### config.mk
export PLATFORM = sky130hd
export DESIGN_NAME = vcve2_obi_arbiter
export DESIGN_NICKNAME = d
export VERILOG_FILES = /design/src/rtl/vcve2_obi_arbiter.sv
export SDC_FILE = /design/constraint.sdc
export NUM_CORES = 1
export LEC_CHECK = 0
export BUFFER_PORTS_ARGS = -buffer_cell sky130_fd_sc_hd__buf_4
export CAP_MARGIN = 20
export CORE_MARGIN = 2
export CORE_UTILIZATION = 35
export DETAILED_ROUTE_END_ITERATION = 10
export PLACE_DENSITY = 0.71
export SLEW_MARGIN = 20
export SYNTH_ARGS = -nofsm -noshare
export SYNTH_HDL_FRONTEND = slang
export SYNTH_SLANG_ARGS = --single-unit
### constraint.sdc
create_clock -name clk_i -period 2.25 [get_ports clk_i]
set_clock_uncertainty 0.15 [all_clocks]
set_input_delay 0.3375 -clock clk_i [delete_from_list [all_inputs] [get_ports clk_i]]
set_output_delay 0.3375 -clock clk_i [all_outputs]
set_load 0.02 [all_outputs]
### src/rtl/vcve2_obi_arbiter.sv
// Merges the instruction-fetch and LSU OBI requesters onto one shared memory port,
// tracking granted transactions in order. Define VCVE2_OBI_ARB_RR_EN for round-robin arbitration.
module vcve2_obi_arbiter #(
   parameter int unsigned MaxOutstanding = 2
) (
   input  logic        clk_i,
   input  logic        rst_ni,
   input  logic        instr_req_i,
   output logic        instr_gnt_o,
   output logic        instr_rvalid_o,
   input  logic [31:0] instr_addr_i,
   output logic [31:0] instr_rdata_o,
   output logic        instr_err_o,
   input  logic        data_req_i,
   output logic        data_gnt_o,
   output logic        data_rvalid_o,
   input  logic        data_we_i,
   input  logic [3:0]  data_be_i,
   input  logic [31:0] data_addr_i,
   input  logic [31:0] data_wdata_i,
   output logic [31:0] data_rdata_o,
   output logic        data_err_o,
   output logic        mem_req_o,
   output logic        mem_we_o,
   output logic [3:0]  mem_be_o,
   output logic [31:0] mem_addr_o,
   output logic [31:0] mem_wdata_o,
   input  logic        mem_gnt_i,
   input  logic        mem_rvalid_i,
   input  logic [31:0] mem_rdata_i,
   input  logic        mem_err_i,
   output logic [2:0]  outstanding_o,
   output logic        spurious_rvalid_o
);

   localparam int unsigned PtrW   = (MaxOutstanding > 1) ? $clog2(MaxOutstanding) : 1;
   localparam logic [2:0]  MaxCnt = 3'(MaxOutstanding);
   localparam logic        SrcInstr = 1'b0;
   localparam logic        SrcData  = 1'b1;

   typedef enum logic {IDLE = 1'b0, HOLD = 1'b1} state_e;

   state_e            state_r, state_s;
   logic              sel_r, sel_s, pick_s;
   logic              req_s, gnt_s, push_s, pop_s, head_s, avail_s;
   logic              we_r, we_s;
   logic [3:0]        be_r, be_s;
   logic [31:0]       addr_r, addr_s, wdata_r, wdata_s;
   logic              fifo_r [MaxOutstanding];
   logic [PtrW-1:0]   wr_ptr_r, rd_ptr_r;
   logic [2:0]        count_r, count_s;
   logic              spurious_r;

   function automatic logic [PtrW-1:0] ptr_inc(input logic [PtrW-1:0] p);
      if (p == PtrW'(MaxOutstanding - 1)) begin
         return {PtrW{1'b0}};
      end else begin
         return p + PtrW'(1'b1);
      end
   endfunction

`ifdef VCVE2_OBI_ARB_RR_EN
   logic last_r;

   // Round-robin pick: on contention favour the source not granted most recently
   always_comb begin
      pick_s = SrcInstr;
      if (instr_req_i && data_req_i) begin
         pick_s = ~last_r;
      end else if (data_req_i) begin
         pick_s = SrcData;
      end else begin
         pick_s = SrcInstr;
      end
   end

   // Remember which source took the last grant
   always_ff @(posedge clk_i) begin
      if (!rst_ni) begin
         last_r <= SrcInstr;
      end else if (gnt_s) begin
         last_r <= sel_s;
      end
   end
`else
   // Fixed priority: the LSU always wins over instruction fetch
   always_comb begin
      pick_s = SrcInstr;
      if (data_req_i) begin
         pick_s = SrcData;
      end else begin
         pick_s = SrcInstr;
      end
   end
`endif

   assign avail_s = (count_r < MaxCnt);

   // Request FSM: select in IDLE, replay latched fields in HOLD until granted
   always_comb begin
      state_s = state_r;
      req_s   = 1'b0;
      sel_s   = sel_r;
      we_s    = 1'b0;
      be_s    = 4'b0000;
      addr_s  = 32'h0000_0000;
      wdata_s = 32'h0000_0000;
      case (state_r)
         IDLE: begin
            if (avail_s && (instr_req_i || data_req_i)) begin
               req_s = 1'b1;
               sel_s = pick_s;
               if (pick_s == SrcData) begin
                  we_s    = data_we_i;
                  be_s    = data_be_i;
                  addr_s  = data_addr_i;
                  wdata_s = data_wdata_i;
               end else begin
                  we_s    = 1'b0;
                  be_s    = 4'b1111;
                  addr_s  = instr_addr_i;
                  wdata_s = 32'h0000_0000;
               end
               state_s = mem_gnt_i ? IDLE : HOLD;
            end else begin
               state_s = IDLE;
            end
         end
         HOLD: begin
            req_s   = 1'b1;
            sel_s   = sel_r;
            we_s    = we_r;
            be_s    = be_r;
            addr_s  = addr_r;
            wdata_s = wdata_r;
            state_s = mem_gnt_i ? IDLE : HOLD;
         end
         default: begin
            state_s = IDLE;
         end
      endcase
   end

   assign gnt_s  = req_s & mem_gnt_i;
   assign push_s = gnt_s;
   assign pop_s  = mem_rvalid_i & (count_r != 3'd0);
   assign head_s = fifo_r[rd_ptr_r];

   // Occupancy update; a simultaneous push and pop leaves the count alone
   always_comb begin
      count_s = count_r;
      case ({push_s, pop_s})
         2'b10:   count_s = count_r + 3'd1;
         2'b01:   count_s = count_r - 3'd1;
         default: count_s = count_r;
      endcase
   end

   // State, held request fields, tracking FIFO and sticky spurious flag
   always_ff @(posedge clk_i) begin
      if (!rst_ni) begin
         state_r    <= IDLE;
         sel_r      <= SrcInstr;
         we_r       <= 1'b0;
         be_r       <= 4'b0000;
         addr_r     <= 32'h0000_0000;
         wdata_r    <= 32'h0000_0000;
         wr_ptr_r   <= {PtrW{1'b0}};
         rd_ptr_r   <= {PtrW{1'b0}};
         count_r    <= 3'd0;
         spurious_r <= 1'b0;
         for (int i = 0; i < int'(MaxOutstanding); i++) begin
            fifo_r[i] <= SrcInstr;
         end
      end else begin
         state_r <= state_s;
         if (req_s) begin
            sel_r   <= sel_s;
            we_r    <= we_s;
            be_r    <= be_s;
            addr_r  <= addr_s;
            wdata_r <= wdata_s;
         end
         if (push_s) begin
            fifo_r[wr_ptr_r] <= sel_s;
            wr_ptr_r         <= ptr_inc(wr_ptr_r);
         end
         if (pop_s) begin
            rd_ptr_r <= ptr_inc(rd_ptr_r);
         end
         count_r    <= count_s;
         spurious_r <= spurious_r | (mem_rvalid_i & (count_r == 3'd0));
      end
   end

   assign mem_req_o   = req_s;
   assign mem_we_o    = we_s;
   assign mem_be_o    = be_s;
   assign mem_addr_o  = addr_s;
   assign mem_wdata_o = wdata_s;

   assign instr_gnt_o = gnt_s & (sel_s == SrcInstr);
   assign data_gnt_o  = gnt_s & (sel_s == SrcData);

   assign instr_rvalid_o = pop_s & (head_s == SrcInstr);
   assign data_rvalid_o  = pop_s & (head_s == SrcData);
   assign instr_rdata_o  = mem_rdata_i;
   assign data_rdata_o   = mem_rdata_i;
   assign instr_err_o    = mem_err_i;
   assign data_err_o     = mem_err_i;

   assign outstanding_o     = count_r;
   assign spurious_rvalid_o = spurious_r;

endmodule

==> results of run 1 <==
-- timing repair --
action,in CTS,in global routing
resized for setup,38,24
buffers inserted,2,3
pin swaps,2,3
setup endpoints to repair,56,72
gates cloned,2,0
-- worst reg2reg max path: stages, from the launching register on --
cell and delay [ps]:
dfxtp_2 330, or2_4 150, o21ai_0 110, inv_1 80, ha_1 160, inv_1 60
fa_1 370, xor2_1 160, or3_1 300, a21oi_1 180
-- final timing paths --
| check | endpoint | slack [ps] | from | cells after the start |
|---|---|---|---|---|
| max reg2reg | outstanding_o[2] | 130 | outstanding_o[2] | 9 |
| min reg2reg | spurious_rvalid_o | 340 | spurious_rvalid_o | 2 |
| max | mem_be_o[3] | -80 | outstanding_o[1] | 5 |
| min | state_r | 70 | mem_gnt_i | 2 |
-- cell usage after synthesis (2+ instances only) --
cell type  number
nor2_1         81
dfxtp_1        80
buf_4          66
nand2_1        37
o21ai_0        37
a211oi_1       36
a22o_1         33
a22oi_1        33
mux2i_1        33
clkbuf_1       29
buf_2          10
inv_1           6
a21oi_1         5
nor2b_1         5
xor2_1          3
a31o_2          2
buf_1           2
buf_6           2
or3_1           2
-- cells by family after synthesis --
group	synth area share (%)
DFF	37.07
xor gates and xnor gates	0.6083
muxes	7.646
buffers and inverters	16.45
and+or+nand+nor	12.51
adders and majority gates	0.7529
AOI/OAI and AO/OA	24.96
-- per-stage QoR --
step / instance area [µm²] / utilization, %
2_1_floorplan: 4332 / -
3_5_place_dp: 5436 / 45.26
5_1_grt: 6006 / 50.00
3_3_place_gp: 5436 / 45.26
6_report: 6006 / 50.00
4_1_cts: 5917 / 49.26
-- registers in the layout (all words and copies together), names as in the netlist, named ones only --
register	flops
addr_r	32
wdata_r	32
be_r	4
outstanding_o	3
fifo_r	2
rd_ptr_r	1
sel_r	1
spurious_rvalid_o	1
state_r	1
we_r	1
wr_ptr_r	1
-- layer usage --
layer / GRT usage (%) / vias up / share of wire (%)
met2: 30.12 / 179 / 50
met1: 18.54 / 1846 / 38
met5: 0 / - / 0
li1: - / 1985 / -
met3: 6.273 / 35 / 9.4
met4: 7.068 / 0 / 2.7
-- area by class of cell --
class | instances | area, µm² | share of cell area (%)
multi-input cells | 320 | 2105 | 35.04
repair buffers | 212 | 1755 | 29.23
flip-flops and latches | 80 | 1605 | 26.73
clock buffers | 10 | 239.0 | 3.979
well taps | 147 | 183.9 | 3.062
clock inverters | 6 | 91.34 | 1.521
inverters | 7 | 26.28 | 0.4375
-- power breakdown --
| part | internal (µW) | total, µW | switching, µW | leakage, µW |
|---|---|---|---|---|
| Combinational | 1920 | 4250 | 2320 | 0.00194 |
| Clock | 1010 | 1580 | 570 | 0.000163 |
| Sequential | 1820 | 2020 | 200 | 0.000662 |
==> results.toml, run 1 <==
[logic_synthesis]
ys.flop_type = "dfxtp_1"
synth_edf_count = 0
synthCells = 516
yosysTopAreaCell = "dfxtp_1"
yosys_warnings = 0
ys_top_cells_by_area = "dfxtp_1 37%, buf_4 11%, mux2i_1 7.6%"
ys_ff_latch = 80
syn_area_per_cell_um2 = 8.373
syn_nets = 658
synth_cell_types = 33
synth.cell_area_um2 = 4320
seq_area_frac_synth_pct = 37.07
synthArstFlopShare_pct = 0
synth_top_area_share_pct = 37.07

[timing]
maxSlewHeadroom_pct = 70.91
setup_viol = 38
fin_ws_ps = -80.86
hold_viol_final = 0
whs_ps = 68.29
rsz0062_at_grt = "true"
slew_viol_final = 0
finalCritPeriodShare_pct = 103.6
setup_tns_ps = -1546
fmax_ghz = 0.4290
tightestPinTransition_ps = 435.7
fin_crit_ps = 2331

[critical_path]
cpMaxStageDelayCell = "or3_4"
start_kind = "register"
cp_num_buf_inv = 2
path_cells = "or2_4 > or3_4 > buf_12 > o21ai_0 > buf_4"
cp.required_ps = 1760
cp-end-kind = "output pin"
cp_max_fo = 26
worstSetupPathType = "reg2out"
cp_data_arrival_time_ps = 1840
cpLargestDelayFamily = "simple AND/OR/NAND/NOR gates"
slowest_delay_ps = 380

[clocking]
insertion_delay_ps = 330
cts_buffers = 9
htreeDepth = 3
root_buffer = "clkbuf_16"
cts_sinks = 80
clockBufferDepth = 2
cts_tree = "yes"
clkTransAtPathRegs_ps = 60
cts_hold_buf = 0

[drt]
ant_nets = 0
drc = 0
num_vias = 4045
viasPerCell = 5.173
drtIter0Drc = 126
wl_per_cell_um = 15.21
drt_wl_total_um = 11890
first_pass_iters = 5

[layout]
fin_cells = 782
mostFrequentLayoutCells = "190 x buf_4, 80 x nor2_1, 77 x dfxtp_1"
diodes = 0
fillers = 1124
layout_commonest_cell = "buf_4"
area_growth_pct = 39.01
drive_gt1_share_pct = 40.31
finalNetCount = 772

[place]
routabilityCongestion = 0.7333
dp_hpwl_um = 8463
portBuffers = 184
dp.cells = 759
dp_slack_ps = -101.7

[power_and_ir_drop]
power_uw = 7845
p_per_area_nw_per_um2 = 1306
p_leak_uw = 0.002767
vdd_drop_max_uv = 805.4

[status]
violations = "setup timing"
status = "finished with violations"

[floorplanning]
coreArea_um2 = 12010
rows = 40
pin_count = 284
die_w_um = 115.1
dieArea_um2 = 13250
die_h_um = 115.1
start_util_pct = 35.97

[job]
drv_cap = 0

[global_routing]
gr-usage-all-layers_pct = 17.10
grt_pass1_wl_um = 17880
grt_max_degree = 73
overflow = 0
grt_pass1_vias = 3746
antenna_found_initial = 0

[min_path]
hold_path.class = "in2reg"
(Power assumes the default switching activity.)
==> run 2, diff against run 1 <==
Settings changed: SETUP_SLACK_MARGIN set to 0.5.
==> run 2 against run 1 <==
The flow still finishes with violations (setup timing). Highest routed layer unchanged. Sequential power up 8%. Register-to-register slack worse by 140 ps. Total power grew 58%. Largest cell class is now buffers. Combinational power up 110%.
==> results.toml, run 2 (synthesized netlist as in run 1, its figures left out) <==
[status]
status = "finished with violations"
violations = "setup timing"

[timing]
rsz0062_at_grt = "true"
fin_crit_ps = 2389
slew_viol_final = 0
fin_ws_ps = -139.4
setup_viol = 70
hold_viol_final = 0
tightestPinTransition_ps = 544.5
maxSlewHeadroom_pct = 63.70
finalCritPeriodShare_pct = 106.2
fmax_ghz = 0.4185
setup_tns_ps = -5993

[power_and_ir_drop]
p_leak_uw = 0.003495
p_per_area_nw_per_um2 = 1501
switchingPower_uw = 4868
power_uw = 12400
p_comb_share_pct = 70.4
vdd_drop_max_uv = 600.0
clkPwrFrac_pct = 12.0
seq_power_share_pct = 17.6
internal_power_uw = 7527
p_sw_share_pct = 39.27

[drt]
ant_nets = 0
drt_wl_total_um = 16840
viasPerCell = 5.445
drtIter0Drc = 159
drc = 0
wl_per_cell_um = 19.98
num_vias = 4590
first_pass_iters = 4

[layout]
finalNetCount = 833
fin_cells = 843
reg_top3 = "addr_r x32, wdata_r x32, be_r x4"
finalInstanceArea_um2 = 8259
layout_commonest_cell = "buf_4"
area_growth_pct = 91.17
mostFrequentLayoutCells = "129 x buf_4, 101 x buf_6, 77 x dfxtp_1"
diodes = 0
drive_gt1_share_pct = 63.51

[critical_path]
start_kind = "register"
cp_data_arrival_time_ps = 1900
crit_top_cell = "buf_6"
crit_end = "mem_addr_o[6]"
reg2reg_from = "outstanding_o[1]"
startpoint = "outstanding_o[1]"
r2r_setup_slack_ps = -10
cp-end-kind = "output pin"
cp_max_fo = 6
path_cells = "or2_4 > or3_4 > buf_6 > clkbuf_16 > o21ai_4 > buf_6"
slowest_delay_ps = 360
cpMaxStageDelayCell = "dfxtp_4"
r2r_end = "outstanding_o[2]"
worstSetupPathType = "reg2out"
cp.required_ps = 1760
r2r.worst_path.cells = 11

[clocking]
cts_sinks = 80
cts_hold_buf = 0
clkTransAtPathRegs_ps = 60
clockBufferDepth = 2
insertion_delay_ps = 330
htreeDepth = 3
cts_tree = "yes"
root_buffer = "clkbuf_16"
cts_buffers = 9

[floorplanning]
coreArea_um2 = 12010
die_h_um = 115.1
pin_count = 284
rows = 40
dieArea_um2 = 13250
die_w_um = 115.1
start_util_pct = 35.97

[place]
dp.cells = 759
dp_hpwl_um = 8647
postPlaceCellArea_um2 = 6077
routabilityCongestion = 0.7585
portBuffers = 184

[global_routing]
grt_pass1_vias = 4541
overflow = 0
use_met2_pct = 42.04
grt_max_degree = 43
antenna_found_initial = 0
gr-usage-all-layers_pct = 22.82
grt_pass1_wl_um = 23580
busiest_layer = "met2"
use_met3_pct = 5.693
grtUsageMet1_pct = 25.32

[job]
drv_cap = 0

[min_path]
hold_path.class = "in2reg"
run 2: metal layers:
layer  routed length [µm]  share of wire, %  vias up
li1                     -                 -     2118
met1                 6247                37     2220
met2                 8733                52      208
met3                 1241               7.4       44
met4                  616               3.7        0
met5                    0                 0        -
run 2: worst min-delay path by stage:
stage                            from                 to  slack, ps  cells after the start
finish               data_wdata_i[18]        wdata_r[18]         90                      3
global route          data_wdata_i[5]         wdata_r[5]         90                      3
CTS                         mem_gnt_i            state_r         80                      2
detailed placement  spurious_rvalid_o  spurious_rvalid_o        320                      2
global placement    spurious_rvalid_o  spurious_rvalid_o        310                      2
floorplan                   mem_gnt_i            state_r        260                      1
run 2: power by group through the flow:
stage	sequential, µW	combinational (µW)	clock (µW)
after floorplan	2060	3550	0
after global placement	2070	4550	0
after detailed placement	2090	4630	0
final	2180	8720	1490
after CTS	2060	7420	1510
after global routing	2220	9100	1590
run 2: final cells by class:
| class | instances | area [µm²] |
|---|---|---|
| fillers | 843 | 3752 |
| repair buffers | 273 | 3119 |
| multi-input cells | 320 | 3018 |
| flip-flops and latches | 80 | 1610 |
| clock buffers | 14 | 264.0 |
| well taps | 147 | 183.9 |
| clock inverters | 2 | 37.54 |
| inverters | 7 | 26.28 |
run 2: what timing repair did:
item	in CTS	in global routing
setup endpoints to repair	146	148
gates resized for setup	122	111
gates cloned	19	4
setup buffers	28	17
pin swaps	63	41
hold endpoints to repair	0	0
run 2: worst max-delay path, delay by kind of cell (launching register included):
kind,cells,cell delay (ps)
flops,1,360
simple gates,2,610
compound gates,1,130
buf+inv,3,460
run 2: metrics by stage:
step	utilization [%]	worst slack (ps)	hold WS, ps
2_1_floorplan	-	27.54	263.6
3_3_place_gp	50.59	153.4	305.5
3_5_place_dp	50.59	65.45	321.5
4_1_cts	63.32	-156.6	77.89
5_1_grt	68.76	-189.7	85.26
6_report	68.76	-139.4	94.80
==> run 3, diff against run 2 <==
Settings changed: PLACE_DENSITY 0.71 to unset, PLACE_DENSITY_LB_ADDON set to 0.1.
==> run 3 against run 2 <==
The run still ends with setup timing left. Critical path depth shrank 1. Via count shrank 6.8%. Setup slack gained 27 ps. Non-clock buffer count shrank 32. Hold slack lost 9.6 ps. Core utilization shrank 7.3 points. Wire length shrank 14%.
==> results.toml, run 3 (synthesized netlist as in run 1, its figures left out) <==
[place]
dp_hpwl_um = 7850
routabilityCongestion = 0.7472
dp_slack_ps = -4.028
portBuffers = 184

[drt]
first_pass_iters = 4
num_vias = 4280
wl_per_cell_um = 17.78
viasPerCell = 5.277
drtIter0Drc = 158
ant_nets = 0
drc = 0
drt_wl_total_um = 14420

[layout]
utilization_pct = 61.50
finalNetCount = 801
area_growth_pct = 70.98
layout_commonest_cell = "buf_4"
diodes = 0
mostFrequentLayoutCells = "135 x buf_4, 79 x nor2_1, 79 x buf_6"
fillers = 1025
reg_top3 = "addr_r x32, wdata_r x32, be_r x4"
drive_gt1_share_pct = 53.92

[clocking]
cts_tree = "yes"
insertion_delay_ps = 330
root_buffer = "clkbuf_16"
cts_sinks = 80
clockBufferDepth = 2
clkTransAtPathRegs_ps = 60
cts_hold_buf = 0
cts_buffers = 9
htreeDepth = 3

[critical_path]
r2r.worst_path.cells = 10
r2r_setup_slack_ps = 60
cp-end-kind = "output pin"
critical_path_depth = 5
path_cells = "or2_4 > or3_4 > buf_12 > o21ai_4 > buf_6"
cp_data_arrival_time_ps = 1880
cp_num_buf_inv = 2
slowest_delay_ps = 440
start_kind = "register"
cpLargestDelayFamily = "simple AND/OR/NAND/NOR gates"
reg2reg_from = "outstanding_o[1]"
cp.required_ps = 1760
startpoint = "outstanding_o[1]"
cp_max_fo = 15
cpMaxStageDelayCell = "or3_4"
worstSetupPathType = "reg2out"

[floorplanning]
start_util_pct = 35.97
die_w_um = 115.1
coreArea_um2 = 12010
die_h_um = 115.1
rows = 40
dieArea_um2 = 13250
pin_count = 284

[min_path]
min_path_cells = 3
hold_path.class = "in2reg"
worstHoldStart = "data_wdata_i[12]"

[status]
status = "finished with violations"
violations = "setup timing"

[power_and_ir_drop]
p_per_area_nw_per_um2 = 1380
vdd_drop_max_uv = 659.0
power_uw = 10200
p_leak_uw = 0.003184

[timing]
hold_viol_final = 0
fin_ws_ps = -112.7
tightestPinTransition_ps = 546.6
maxSlewHeadroom_pct = 63.56
rsz0062_at_grt = "true"
setup_viol = 57
fin_crit_ps = 2363
fmax_ghz = 0.4233
slew_viol_final = 0
finalCritPeriodShare_pct = 105.0

[global_routing]
gr-usage-all-layers_pct = 20.09
grt_max_degree = 79
grt_pass1_vias = 4243
overflow = 0
antenna_found_initial = 0
grt_pass1_wl_um = 21160

[job]
drv_cap = 0
[run 3: changes by cell type in the layout (fill, tap and decap cells not counted), moves of 4 or more]
cell       before  now
nor2_4         24    1
buf_4         129  135
a211oi_1       11   27
buf_12         19    8
nor2_1         43   79
nor2_2         14    1
buf_6         101   79
clkbuf_16      12   16
a211oi_2       25    9
buf_16         18   11
[run 3: final timing paths]
check,to
worst min-delay path,wdata_r[12]
worst min register to register,addr_r[2]
worst max-delay path,mem_be_o[3]
worst max register to register,outstanding_o[2]
[run 3: per-layer routing]
metal,part of all wire (%),global-route usage (%),vias to the layer above
li1,-,-,2048
met1,41,24.01,2050
met2,50,34.12,159
met3,7.2,6.115,23
met4,1.5,7.309,0
met5,0,0,-
[run 3: area by class of cell]
cell class	count	area (µm²)	share of cell area [%]
multi-input cells	320	2718	36.79
flip-flops and latches	80	1610	21.80
clock inverters	4	25.02	0.3388
inverters	7	26.28	0.3557
well taps	147	183.9	2.490
repair buffers	241	2546	34.47
clock buffers	12	277.8	3.760
[run 3: per-stage QoR]
step,hold slack [ps],cells,TNS (ps),area [µm²]
after global placement,314.0,753,0,6032
after detailed placement,340.4,753,-4.028,6032
after CTS,71.18,797,-4360,7092
after floorplan,263.6,516,0,5091
final,85.18,811,-3896,7387
after global routing,83.80,811,-6946,7387
[run 3: worst register-to-register path: stages, from the launching register on]
cell      delay [ps]
dfxtp_4          380
or2_4            120
buf_4            170
o21bai_4          80
nand2_4           80
ha_4             140
inv_2             40
fa_2             340
xor2_1           160
or3_1            310
a21oi_1          130
[run 3: timing repair]
action	in CTS	in global routing
gates resized for setup	95	17
setup endpoints to repair	120	148
gates cloned	10	8
pin swaps	21	28
setup buffers	18	6
[run 3: power by group]
group | switching (µW) | internal (µW)
logic | 3270 | 3400
registers | 239 | 1830
clock network | 588 | 871
total | 4100 | 6100
